### src/rtl/rand_arbiter.sv
// rtl/rand_arbiter.sv - round-robin arbiter serving LFSR values reduced to 1..RANGE
// Optional feature macro: RAND_NOREPEAT_EN (suppresses back-to-back identical results)
module rand_arbiter #(
  parameter int          NREQ  = 4,
  parameter int          RANGE = 9,
  parameter logic [7:0]  SEED  = 8'hA5
) (
  input  logic            clk,
  input  logic            rst,
  input  logic [NREQ-1:0] req,
  input  logic            seed_load,
  input  logic [7:0]      seed_val,
  output logic [NREQ-1:0] gnt,
  output logic [3:0]      rnd_data,
  output logic            rnd_valid,
  output logic            busy
);

  localparam int IW = (NREQ > 1) ? $clog2(NREQ) : 1;

  typedef enum logic [1:0] {IDLE, CAPTURE, REDUCE} state_t;

  state_t          state;
  logic [7:0]      lfsr;
  logic [7:0]      cap;
  logic [3:0]      rem;
  logic [2:0]      k;
  logic [IW-1:0]   ptr;
  logic [IW-1:0]   win_q;

  logic [IW-1:0]   win_idx;
  logic            win_found;
  logic [4:0]      p;
  logic [3:0]      rem_step;
  logic [3:0]      result;

`ifdef RAND_NOREPEAT_EN
  logic [3:0]      last_val;
`endif

  // Free-running LFSR; a seed load replaces the advance, zero seed maps to SEED
  always_ff @(posedge clk) begin
    if (rst)
      lfsr <= SEED;
    else if (seed_load)
      lfsr <= (seed_val == 8'd0) ? SEED : seed_val;
    else
      lfsr <= {lfsr[6:0], lfsr[7] ^ lfsr[5] ^ lfsr[4] ^ lfsr[3]};
  end

  // Round-robin search starting at ptr, wrapping modulo NREQ
  always_comb begin
    int j;
    win_found = 1'b0;
    win_idx   = ptr;
    j         = 0;
    for (int i = 0; i < NREQ; i++) begin
      j = int'(ptr) + i;
      if (j >= NREQ)
        j = j - NREQ;
      if (!win_found && req[j]) begin
        win_found = 1'b1;
        win_idx   = IW'(j);
      end
    end
  end

  // One shift-subtract modulo step, plus the delivered value for the final step
  always_comb begin
    p        = {rem, cap[k]};
    rem_step = (p >= 5'(RANGE)) ? 4'(p - 5'(RANGE)) : p[3:0];
    result   = rem_step + 4'd1;
`ifdef RAND_NOREPEAT_EN
    if (result == last_val)
      result = (result == 4'(RANGE)) ? 4'd1 : result + 4'd1;
`endif
  end

  // Control FSM: arbitrate, capture the LFSR, reduce over 8 cycles, deliver
  always_ff @(posedge clk) begin
    if (rst) begin
      state     <= IDLE;
      cap       <= '0;
      rem       <= '0;
      k         <= '0;
      ptr       <= '0;
      win_q     <= '0;
      gnt       <= '0;
      rnd_data  <= '0;
      rnd_valid <= 1'b0;
`ifdef RAND_NOREPEAT_EN
      last_val  <= '0;
`endif
    end else begin
      rnd_valid <= 1'b0;
      gnt       <= '0;
      case (state)
        IDLE: begin
          if (win_found) begin
            win_q <= win_idx;
            state <= CAPTURE;
          end
        end
        CAPTURE: begin
          cap   <= lfsr;
          rem   <= '0;
          k     <= 3'd7;
          state <= REDUCE;
        end
        REDUCE: begin
          rem <= rem_step;
          if (k == 3'd0) begin
            rnd_data  <= result;
            rnd_valid <= 1'b1;
            gnt       <= NREQ'(1) << win_q;
            ptr       <= (win_q == IW'(NREQ - 1)) ? '0 : win_q + 1'b1;
`ifdef RAND_NOREPEAT_EN
            last_val  <= result;
`endif
            state     <= IDLE;
          end else begin
            k <= k - 3'd1;
          end
        end
        default: state <= IDLE;
      endcase
    end
  end

  assign busy = (state != IDLE);

endmodule

### config.mk
export PLATFORM = sky130hd
export DESIGN_NAME = rand_arbiter
export DESIGN_NICKNAME = d
export VERILOG_FILES = /design/src/rtl/rand_arbiter.sv
export SDC_FILE = /design/constraint.sdc
export NUM_CORES = 1
export LEC_CHECK = 0
export ABC_AREA = 1
export CAP_MARGIN = 0
export CORE_UTILIZATION = 25
export CTS_CLUSTER_SIZE = 28
export DETAILED_ROUTE_END_ITERATION = 7
export GPL_TIMING_DRIVEN = 0
export HOLD_SLACK_MARGIN = 0.15
export PLACE_DENSITY = 0.46
export SYNTH_ARGS = -nofsm -noshare
export SYNTH_HDL_FRONTEND = slang
export SYNTH_SLANG_ARGS = --single-unit
### constraint.sdc
create_clock -name clk -period 3.3 [get_ports clk]
set_clock_uncertainty 0.2 [all_clocks]
set_input_delay 0.33 -clock clk [delete_from_list [all_inputs] [get_ports clk]]
set_output_delay 0.33 -clock clk [all_outputs]
set_load 0.01 [all_outputs]
Yosys cells after proc, flatten, opt, wreduce, memory -nomap -nowiden
Index checks and enable logic that the tools add are counted.
{"block": "word_totals", "reg_bits": 38, "elab_cells": 97}
{"block": "op_classes", "add_sub_neg": 11, "order_cmp": 10, "eq_ne": 6, "n_shift": 1, "mux": 37, "bitwise": 5, "n_reduce_logical": 17}
{"op": "$lt 32x4->1 const B", "n": 4}
{"op": "$mux 32", "n": 4}
{"op": "$mux 8", "n": 2}
{"op": "$mux 1", "n": 14}
{"op": "$mux 2", "n": 7}
{"op": "$sub 3x3->4 const B", "n": 3}
{"op": "$ge 3x3->1 const B", "n": 3}
{"op": "$bmux 1 s2", "n": 4}
{"op": "$logic_not 8->1", "n": 1}
{"op": "$pmux 4 s2", "n": 1}
{"op": "$reduce_and 2->1", "n": 4}
{"op": "$add 2x2->3 const B", "n": 2}
{"op": "$ne 2x2->1 const B", "n": 3}
{"op": "$pmux 2 s3", "n": 1}
{"op": "$pmux 3 s2", "n": 1}
{"op": "$ge 5x4->1 const B", "n": 1}
{"op": "$add 4x1->4 const B", "n": 1}
{"op": "$eq 2x2->1 const B", "n": 2}
{"op": "$lt 3x4->1 const B", "n": 1}
{"op": "$mux 4", "n": 1}
{"op": "$reduce_bool 2->1", "n": 2}
{"op": "$shl 1x2->4 const A", "n": 1}
{"op": "$sub 2x3->4 const B", "n": 1}
{"op": "$sub 4x4->4 const B", "n": 1}
{"op": "other kinds (15)", "n": 22}

Longest topological paths before layout
{"block": "logic_depth", "word_depth": 17, "ltp_mapped": 17, "ltp_nobuf": 17}

Worst setup path before layout
Ideal clock, no wire load.
{"block": "synth_timing", "path_kind": "register to register", "startpoint": "register k[0]", "endpoint": "register rnd_data[2]", "setup_ns": 0.115, "arrival_time_ns": 1.994, "required_ns": 2.985, "path_slack_ns": 0.990, "stages_incl_launch_ff": 17, "period_less_slack_ns": 2.310, "cell_sequence": "dfxtp_1 > inv_1 > nand2_1 > nand3_1 > nand3_1 > nand2_1 > inv_1 > ha_1 > nand4_1 > nand3_1 > nand2_1 > nand2_1 > inv_1 > ha_1 > xnor2_1 > o21ai_0 > inv_1"}
{"block": "synth_via", "elab_chain_cells": 5}
{"element": "start, declared", "line": "27", "text": "logic [2:0] k;"}
{"element": "start signal, assigned", "line": "122", "text": "k <= k - 3'd1;"}
{"element": "$bmux 1 s3", "line": "70", "text": "p = {rem, cap[k]};"}
{"element": "$mux 1 (implied by the code)", "line": "70"}
{"element": "$sub 4x4->4 / $ge 5x4->1 (equally long branches)", "line": "71", "text": "rem_step = (p >= 5'(RANGE)) ? 4'(p - 5'(RANGE)) : p[3:0];"}
{"element": "$mux 4", "line": "71"}
{"element": "$add 4x1->4", "line": "72", "text": "result = rem_step + 4'd1;"}
{"element": "end signal, assigned", "line": "113", "text": "rnd_data <= result;"}
{"element": "end, declared", "line": "14", "text": "output logic [3:0] rnd_data,"}
Several ways; a longest one is shown, not always the timed one. The select of a mux whose other input is x is not followed.
A chain may end at the register's enable or synchronous reset.

Final worst setup path
Same ends and word-level chain as after synthesis.

==> flow_metrics.py <==
metrics = {
    "status": {
        "status": "completed",
    },
    "floorplan": {
        "io_pins": 25,
        "core_sq_mm": 0.00741,
        "die_width_microns": 90.3,
        "start_util_pct": 26.3,
        "die_y_microns": 90.3,
        "rows": 31,
        "dieArea_sq_mm": 0.00815,
    },
    "yosys": {
        "synth_top_area_share_pct": 39.0,
        "ys_seq_area_share_pct": 39.0,
        "synth_top_area_cell": "dfxtp_1",
        "synth-edff-count": 0,
        "yosysUniqueCellTypes": 28,
        "synth_nets": 299,
        "ys_async_sr_fraction_pct": 0,
        "synth-warning-count": 0,
        "netlist_top_cells_area": "dfxtp_1 (39%), nand2_1 (11%), inv_1 (8.1%)",
        "netlist_instances": 275,
        "syn_area_sq_mm": 0.00195,
        "syn-mean-instance-area_sq_um": 7.08,
        "synth_seq_cells": 38,
        "ys.flop_type": "dfxtp_1",
    },
    "finish": {
        "instances_no_fill": 404,
        "drive_gt1_share_pct": 6.23,
        "diodes": 0,
        "fill_cells": 825,
        "area_delta_synth_final_pct": 22.2,
        "final_nets": 329,
        "final_area_sq_mm": 0.00238,
    },
    "clock_tree": {
        "clock_latency_ns": 0.28,
        "hold_buffers": 0,
        "cts_resized": 0,
        "cts_made_buffers": 5,
        "cts_root_buf": "clkbuf_8",
        "htree_num_levels": 2,
        "clk_pin_slew_ns": 0.08,
        "post-cts-setup-buffers": 0,
        "clk_path_buf_depth": 2,
        "cts.sink_count": 38,
        "cts_tree": "built",
    },
    "drt": {
        "post_drt_wl_per_cell_microns": 10.3,
        "drt_first_pass_iters": 4,
        "num_vias": 1755,
        "ant_nets": 0,
        "via_per_inst": 4.34,
        "drc_errors": 0,
        "wl_microns": 4170,
        "drt-initial-drc-count": 62,
    },
    "place": {
        "hpwlAfterDp_microns": 3260,
        "gp_congestion": 0.798,
        "pre_cts_slack_ns": 0.650,
        "dpl_cell_area_sq_mm": 0.00230,
        "placed_cells": 397,
        "io_buffers": 23,
    },
    "global_route": {
        "grt_pass1_vias": 1588,
        "grt_max_degree": 12,
        "track_usage_pct": 10.9,
        "grt_pass1_wl_microns": 7190,
        "overflow": 0,
        "antenna_found_initial": 0,
    },
    "timing": {
        "worst_pin_slew_ns": 0.574,
        "post-route-min-period_ns": 2.71,
        "fmax_ghz": 0.369,
        "finalSetupViolCount": 0,
        "final-hold-violation-count": 0,
        "max_slew_margin_pct": 61.8,
        "fin_ws_ns": 0.591,
        "tns_ns": 0,
        "rsz0062_at_grt": "no",
        "post-route-period-util_pct": 82.1,
        "maxSlewViolCount": 0,
    },
    "setup_path": {
        "rr_endpoint": "rnd_data[2]",
        "reg2reg_from": "k[0]",
        "cp_max_fo": 7,
        "cp-start-kind": "flip-flop",
        "regToRegSetupSlack_ns": 0.59,
        "crit_arrival_ns": 2.69,
        "r2r_cells": 16,
        "critPathRequiredTime_ns": 3.28,
        "end_kind": "flip-flop",
        "critical_path_class": "reg2reg",
    },
    "min_path": {
        "hold_path_end": "lfsr[0]",
        "holdPathStages": 3,
        "hold_path.class": "in2reg",
        "hold_start": "seed_load",
    },
    "job": {
        "cap_violations": 0,
    },
    "power_and_ir_drop": {
        "p_leak_nw": 1.03,
        "cellPowerDensity_mw_per_mm2": 719,
        "irDropWorstVdd_mv": 0.324,
    },
}
worst max-delay path, cell delays in order (launching register included):
cell and delay (ns):
dfxtp_1 0.45, inv_1 0.16, nand2_1 0.10, nand3_1 0.07
nand3_1 0.12, nand2_1 0.16, inv_1 0.11, ha_1 0.17
nand4_1 0.17, nand3_1 0.18, nand2_1 0.06, nand2_1 0.08
inv_1 0.06, ha_1 0.18, xnor2_1 0.13, o21ai_0 0.14
inv_1 0.05
sequential cells by signal (all words and copies together), names as in the netlist:
name and cells:
cap 8, k 3, rem 4, win_q 2
lfsr 8, gnt 4, ptr 2, state 2
rnd_data 4, rnd_valid 1
synthesized netlist by cell type (3+ instances only):
| cell type | number |
|---|---|
| a21oi_1 | 19 |
| clkbuf_1 | 5 |
| dfxtp_1 | 38 |
| ha_1 | 9 |
| inv_1 | 42 |
| inv_2 | 3 |
| nand2_1 | 57 |
| nand3_1 | 15 |
| nand4_1 | 6 |
| nor2_1 | 20 |
| nor3_1 | 6 |
| o21ai_0 | 25 |
| o21ai_1 | 6 |
| o22ai_1 | 3 |
| xnor2_1 | 4 |
cells in the final DEF (no fill, tap or decap):
master,instances
dfxtp_1,38
nand3_1,15
nand2_2,2
a21oi_1,19
nor2_1,20
o21ai_2,1
xnor2_1,4
xor2_1,1
clkbuf_1,5
inv_1,42
o211ai_1,1
xor2_2,1
nor2_2,1
inv_2,3
nand2_1,57
o21ai_0,25
a22oi_1,1
a21oi_2,2
a311oi_1,1
nand4_1,6
o22ai_1,3
clkdlybuf4s50_1,23
a31oi_1,2
ha_1,9
nand2_4,1
o21ai_1,6
nor3b_4,1
nor3_1,6
clkinv_2,2
clkbuf_8,5
or4_1,2
report_power, final:
part | total, mW | switching, mW | internal [mW]
Clock | 0.301 | 0.159 | 0.142
Sequential | 0.631 | 0.0691 | 0.562
Combinational | 0.780 | 0.481 | 0.299
per-stage QoR:
stage	total power, mW	util [%]	hold WS, ns
after floorplan	1.22	-	0.229
after global placement	1.43	31.1	0.248
after detailed placement	1.43	31.1	0.247
after CTS	1.74	32.1	0.237
after global routing	1.90	32.1	0.286
final	1.71	32.1	0.249
worst max path at each step:
stage,start,endpoint,cells past startpoint
after global placement,k[0],rnd_data[2],16
final,k[0],rnd_data[2],16
after floorplan,k[0],rnd_data[2],16
after CTS,k[0],rnd_data[2],16
after global routing,k[0],rnd_data[2],16
after detailed placement,k[0],rnd_data[2],16
routing by layer:
metal  GRT usage [%]  routed length, microns  part of all wire, %
met4            4.03                      42                  1.0
met1            14.2                    2140                   51
met5               0                       0                    0
met2            17.9                    1910                   46
met3            2.10                      79                  1.9
cell families after synthesis:
group                    count (synthesis)  synth area share (%)
XOR/XNOR                                 6                  3.08
flip-flops                              38                  39.0
AND/OR/NAND/NOR                        111                  25.4
adder cells (fa/ha/maj)                  9                  5.78
buffers and inverters                   50                  9.63
AO/OA/AOI/OAI                           61                  17.0
final cells by class:
| type | instances | area (sq um) | area share [%] |
|---|---|---|---|
| Buffer | 5 | 18.8 | 0.788 |
| Clock buffer | 5 | 68.8 | 2.89 |
| Clock inverter | 2 | 10.0 | 0.420 |
| Inverter | 45 | 169 | 7.09 |
| Multi-Input combinational cell | 187 | 1000 | 42.0 |
| Sequential cell | 38 | 761 | 31.9 |
| Tap cell | 99 | 124 | 5.20 |
| Timing Repair Buffer | 23 | 230 | 9.67 |
(Power assumes the default switching activity.)
